[src/rtl/writeback_arbiter_pkg.sv]
// Shared constants and requester encoding for the register-file writeback arbiter.
// The round-robin pointer and grant selection both use req_e.
package writeback_arbiter_pkg;

    localparam int DATA_WIDTH = 8;
    localparam int ID_WIDTH   = 4;
    localparam int NUM_REGS   = 16;

    typedef enum logic {
        REQ_ALU = 1'b0,
        REQ_MEM = 1'b1
    } req_e;

    function automatic req_e other_side(input req_e side);
        return (side == REQ_ALU) ? REQ_MEM : REQ_ALU;
    endfunction

endpackage

[src/rtl/wb_skid_entry.sv]
// One-entry request buffer for a single writeback producer.
// Also exports the one-hot pending mask for its buffered destination register.
module wb_skid_entry
    import writeback_arbiter_pkg::*;
#(
    parameter int DATA_WIDTH = writeback_arbiter_pkg::DATA_WIDTH,
    parameter int ID_WIDTH   = writeback_arbiter_pkg::ID_WIDTH,
    parameter int NUM_REGS   = writeback_arbiter_pkg::NUM_REGS
) (
    input  logic                  clock,
    input  logic                  reset,
    input  logic                  accept,
    input  logic                  drain,
    input  logic [ID_WIDTH-1:0]   id_in,
    input  logic [DATA_WIDTH-1:0] value_in,
    output logic                  ready,
    output logic                  full,
    output logic [ID_WIDTH-1:0]   id,
    output logic [DATA_WIDTH-1:0] value,
    output logic [NUM_REGS-1:0]   pending_mask
);

    // Handshake: ready = ~full & ~reset; a transfer happens at a rising edge
    // where valid & ready. A full entry refuses everything until it drains,
    // so accept and drain can never coincide.
    assign ready = ~full & ~reset;

    always_ff @(posedge clock) begin
        if (reset) begin
            full  <= 1'b0;
            id    <= '0;
            value <= '0;
        end else if (accept) begin
            full  <= 1'b1;
            id    <= id_in;
            value <= value_in;
        end else if (drain) begin
            full  <= 1'b0;
        end
    end

    // Register 0 is never a real destination, so it never marks a hazard.
    always_comb begin
        pending_mask = '0;
        if (full && (id != '0)) begin
            pending_mask[id] = 1'b1;
        end
    end

endmodule

[src/rtl/writeback_arbiter.sv]
// Shares the register_block write port between the ALU and memory-load paths.
// Buffered requests are granted round-robin and presented for exactly one cycle.
module writeback_arbiter
    import writeback_arbiter_pkg::*;
#(
    parameter int DATA_WIDTH = writeback_arbiter_pkg::DATA_WIDTH,
    parameter int ID_WIDTH   = writeback_arbiter_pkg::ID_WIDTH,
    parameter int NUM_REGS   = writeback_arbiter_pkg::NUM_REGS
) (
    input  logic                  clock,
    input  logic                  reset,
    input  logic                  hold,
    input  logic                  alu_valid,
    output logic                  alu_ready,
    input  logic [ID_WIDTH-1:0]   alu_id,
    input  logic [DATA_WIDTH-1:0] alu_value,
    input  logic                  mem_valid,
    output logic                  mem_ready,
    input  logic [ID_WIDTH-1:0]   mem_id,
    input  logic [DATA_WIDTH-1:0] mem_value,
    output logic [ID_WIDTH-1:0]   write_id,
    output logic [DATA_WIDTH-1:0] write_value,
    output logic [NUM_REGS-1:0]   pending
);

    logic                  alu_full;
    logic                  mem_full;
    logic                  alu_accept;
    logic                  mem_accept;
    logic                  alu_drain;
    logic                  mem_drain;
    logic [ID_WIDTH-1:0]   alu_buf_id;
    logic [ID_WIDTH-1:0]   mem_buf_id;
    logic [DATA_WIDTH-1:0] alu_buf_value;
    logic [DATA_WIDTH-1:0] mem_buf_value;
    logic [NUM_REGS-1:0]   alu_mask;
    logic [NUM_REGS-1:0]   mem_mask;

    req_e rr;
    req_e grant_side;
    logic grant_valid;

    assign alu_accept = alu_valid & alu_ready;
    assign mem_accept = mem_valid & mem_ready;

    wb_skid_entry #(
        .DATA_WIDTH (DATA_WIDTH),
        .ID_WIDTH   (ID_WIDTH),
        .NUM_REGS   (NUM_REGS)
    ) u_alu_entry (
        .clock        (clock),
        .reset        (reset),
        .accept       (alu_accept),
        .drain        (alu_drain),
        .id_in        (alu_id),
        .value_in     (alu_value),
        .ready        (alu_ready),
        .full         (alu_full),
        .id           (alu_buf_id),
        .value        (alu_buf_value),
        .pending_mask (alu_mask)
    );

    wb_skid_entry #(
        .DATA_WIDTH (DATA_WIDTH),
        .ID_WIDTH   (ID_WIDTH),
        .NUM_REGS   (NUM_REGS)
    ) u_mem_entry (
        .clock        (clock),
        .reset        (reset),
        .accept       (mem_accept),
        .drain        (mem_drain),
        .id_in        (mem_id),
        .value_in     (mem_value),
        .ready        (mem_ready),
        .full         (mem_full),
        .id           (mem_buf_id),
        .value        (mem_buf_value),
        .pending_mask (mem_mask)
    );

    // rr only matters on a tie; single-buffer grants still rotate it.
    always_comb begin
        grant_valid = 1'b0;
        grant_side  = rr;
        if (!hold) begin
            if (alu_full && mem_full) begin
                grant_valid = 1'b1;
                grant_side  = rr;
            end else if (alu_full) begin
                grant_valid = 1'b1;
                grant_side  = REQ_ALU;
            end else if (mem_full) begin
                grant_valid = 1'b1;
                grant_side  = REQ_MEM;
            end
        end
    end

    assign alu_drain = grant_valid && (grant_side == REQ_ALU);
    assign mem_drain = grant_valid && (grant_side == REQ_MEM);

    always_ff @(posedge clock) begin
        if (reset) begin
            rr          <= REQ_ALU;
            write_id    <= '0;
            write_value <= '0;
        end else if (grant_valid) begin
            rr <= other_side(grant_side);
            if (grant_side == REQ_ALU) begin
                write_id    <= alu_buf_id;
                write_value <= alu_buf_value;
            end else begin
                write_id    <= mem_buf_id;
                write_value <= mem_buf_value;
            end
        end else begin
            write_id    <= '0;
            write_value <= '0;
        end
    end

    // A drained entry drops its bit at the same edge its write reaches write_id.
    assign pending = alu_mask | mem_mask;

endmodule

[config.mk]
export PLATFORM = sky130hd
export DESIGN_NAME = writeback_arbiter
export DESIGN_NICKNAME = d
export VERILOG_FILES = /design/src/rtl/writeback_arbiter_pkg.sv /design/src/rtl/wb_skid_entry.sv /design/src/rtl/writeback_arbiter.sv
export SDC_FILE = /design/constraint.sdc
export NUM_CORES = 1
export LEC_CHECK = 0
export BUFFER_PORTS_ARGS = -buffer_cell sky130_fd_sc_hd__clkbuf_2
export CORE_ASPECT_RATIO = 0.9
export CORE_MARGIN = 2
export CORE_UTILIZATION = 50
export DETAILED_ROUTE_END_ITERATION = 7
export MAX_ROUTING_LAYER = met4
export PLACE_DENSITY = 0.76
export SYNTH_ARGS = -nofsm -noshare
export SYNTH_HDL_FRONTEND = slang
export SYNTH_SLANG_ARGS = --single-unit
export TNS_END_PERCENT = 10
[constraint.sdc]
create_clock -name clock -period 2.3 [get_ports clock]
set_input_delay 0.46 -clock clock [delete_from_list [all_inputs] [get_ports clock]]
set_output_delay 0.46 -clock clock [all_outputs]
set_load 0.01 [all_outputs]
==> metrics.yaml <==
synth:
  synthTopCellsByCount: "dfxtp_1, nand2_1, nand2b_1"
  synth_top_cells_by_area: "dfxtp_1, nand2b_1, nand2_1"
  synth.cell_area_sq_um: 1774
  avgSynthCellArea_sq_um: 8.291
  synth_top_area_share: 0.4401
  yosysWarnings: 0
  netlist_instances: 214
  yosysMostFrequentCell: "dfxtp_1"
  synth_seq_cells: 39
  synth-edff-count: 0
  async_flop_share: 0
  synthDistinctLibCells: 28
  syn_nets: 243
  ys.flop_type: "dfxtp_1"
  synth_largest_area_cell: "dfxtp_1"
  ys_seq_area_frac: 0.4401
clocking:
  cts_resized: 0
  cts.sinks: 39
  h-tree-depth: 2
  cts-root-buf: "clkbuf_8"
  cts_tree: "yes"
  clock_tree.buffer_depth: 2
  cts_hold_buf: 0
  clk_pin_slew_worst_paths_ns: 0.07
  numCtsBuffers: 5
  insertion_delay_ns: 0.28
  cts_setup_buffers: 0
setup_path:
  critPathArrivalTime_ns: 1.55
  r2r-start: "u_mem_entry.full"
  critPathRequiredTime_ns: 1.84
  endpoint_kind: "primary output"
  critPathMaxStageDelay_ns: 0.53
  critPathTopFamily: "flip-flops"
  reg2reg_depth: 4
  critPathKind: "reg2out"
  path_max_fanout: 10
  critPathLaunchType: "register"
  rrSetupSlack_ns: 0.84
  crit_chain: "or3b_1 -> o22ai_1 -> clkbuf_2"
  r2r-end: "write_id[3]"
  cpMaxStageDelayCell: "dfxtp_1"
  critical_path_buf_inv_count: 1
timing:
  fin_skew_ns: 0.003345
  hold_violations: 0
  setup_tns_ns: 0
  fin_ws_ns: 0.2866
  fin_crit_ns: 2.013
  post-route-period-util: 0.8754
  setup-violations-final: 0
  fmax_mhz: 496.7
  drv_slew: 0
  rsz0062_at_grt: "no"
global_routing:
  grt-ovfl-total: 0
  grt_max_degree: 31
  grt_pass1_wl_um: 5927
  track_usage: 0.1997
  antenna_found_initial: 0
  grt_pass1_vias: 1305
finish:
  seqCellArea_sq_um: 780.7
  antenna-diode-count: 0
  multiInputGateArea_sq_um: 898.4
  fin_util: 0.6415
  instances_no_fill: 311
  nets: 295
  nFillCells: 308
  areaGrowthSynthToFinish_pct: 22.14
  drive_gt1_frac: 0.3146
die:
  rows: 20
  core_sq_um: 3378
  dieArea_sq_um: 4041
  start_util: 0.5252
  ios: 59
  die_h_um: 60.51
  die_x_um: 66.79
status:
  outcome: "finished, final reports clean"
drt:
  drcViolationCount: 0
  dr.pass1.iters: 4
  num_vias: 1598
  viasPerCell: 5.138
  first_iter_violations: 99
  final_antenna_net_count: 0
  drt-total-wl_um: 3724
  wl_per_cell_um: 11.97
pwr:
  leakagePower_nw: 0.8864
  vdd_ir_drop_max_uv: 491.8
  p_per_area_nw_per_um2: 694.3
placement:
  dpl_worst_slack_ns: 0.5942
  dp_hpwl_um: 2611
  portBuffers: 57
  dp.cells: 303
  gp_congestion: 0.8067
min_path:
  holdPathEnd: "u_mem_entry.value[4]"
  worstHoldStart: "mem_value[4]"
  hold_depth: 3
  hold_class: "in2reg"
flow_run:
  max_cap_violations: 0
==> cells by family (layout without fill, tap and decap cells) <==
| family | Yosys count | in the layout | synth area share |
|---|---|---|---|
| AOI/OAI and AO/OA | 57 | 57 | 0.1975 |
| DFF | 39 | 39 | 0.4401 |
| other | 1 | 1 | 0.002114 |
| buffers and inverters | 17 | 70 | 0.05360 |
| and+or+nand+nor | 100 | 100 | 0.3068 |
==> worst max path at each step <==
| stage | start | end | slack [ns] | cells after the start |
|---|---|---|---|---|
| floorplan | u_alu_entry.full | pending[1] | 0.77 | 3 |
| global placement | u_mem_entry.full | pending[12] | 0.59 | 3 |
| detailed placement | u_mem_entry.full | pending[12] | 0.59 | 3 |
| CTS | u_mem_entry.full | pending[12] | 0.28 | 3 |
| global route | u_mem_entry.full | pending[12] | 0.21 | 3 |
| finish | u_mem_entry.full | pending[12] | 0.29 | 3 |
==> power breakdown <==
| part | total, mW | leakage [nW] | switching, mW | internal (mW) |
|---|---|---|---|---|
| Sequential | 0.751 | 0.319 | 0.0370 | 0.714 |
| Combinational | 0.183 | 0.506 | 0.104 | 0.0791 |
| Clock | 0.570 | 0.0612 | 0.219 | 0.351 |
==> routing by layer <==
| layer | vias to the layer above | global-route usage | wire length (um) |
|---|---|---|---|
| li1 | 845 | - | - |
| met1 | 699 | 0.2791 | 1817 |
| met2 | 52 | 0.2757 | 1671 |
| met3 | 2 | 0.05009 | 217 |
| met4 | 0 | 0.07872 | 19 |
| met5 | - | - | 0 |
==> worst register-to-register path, stage by stage, from the launching register on <==
cell	delay (ns)
dfxtp_1	0.41
nand2b_4	0.12
a21o_1	0.38
and2_4	0.35
o21ai_1	0.10
==> through the flow <==
stage / hold slack (ns) / area, sq um / power (mW)
after detailed placement: 0.4562 / 2049 / 0.9484
after global routing: 0.3707 / 2167 / 1.584
final: 0.3745 / 2167 / 1.505
after floorplan: 0.4289 / 1774 / 0.8945
after global placement: 0.4514 / 2049 / 0.9453
after CTS: 0.3675 / 2167 / 1.519
==> registers in the layout (all words and copies together), names as in the netlist <==
signal,cells
u_mem_entry.full,1
write_value,8
u_mem_entry.id,4
rr,1
write_id,4
u_mem_entry.value,8
u_alu_entry.id,4
u_alu_entry.full,1
u_alu_entry.value,8
==> layout by cell type, fill, tap and decap left out, types with 2 or more instances in the layout <==
cell,Yosys,routed
o21ai_1,27,27
or2_2,2,2
buf_4,4,3
dfxtp_1,39,39
clkbuf_2,0,57
o22ai_1,16,16
nand3_1,2,2
inv_1,2,2
nor2_1,6,6
nand2_1,38,38
clkbuf_8,0,6
nand2b_1,28,28
or3b_1,2,2
nand3b_1,4,4
o21ai_2,10,10
nand4_1,12,12
==> layout make-up <==
type	count	share of cell area
flip-flops and latches	39	0.3603
multi-input cells	158	0.4145
well taps	44	0.02540
repair buffers	60	0.1420
clock inverters	2	0.01617
clock buffers	6	0.03811
inverters	2	0.003464
Note: power is estimated with default switching activity, not from simulation.
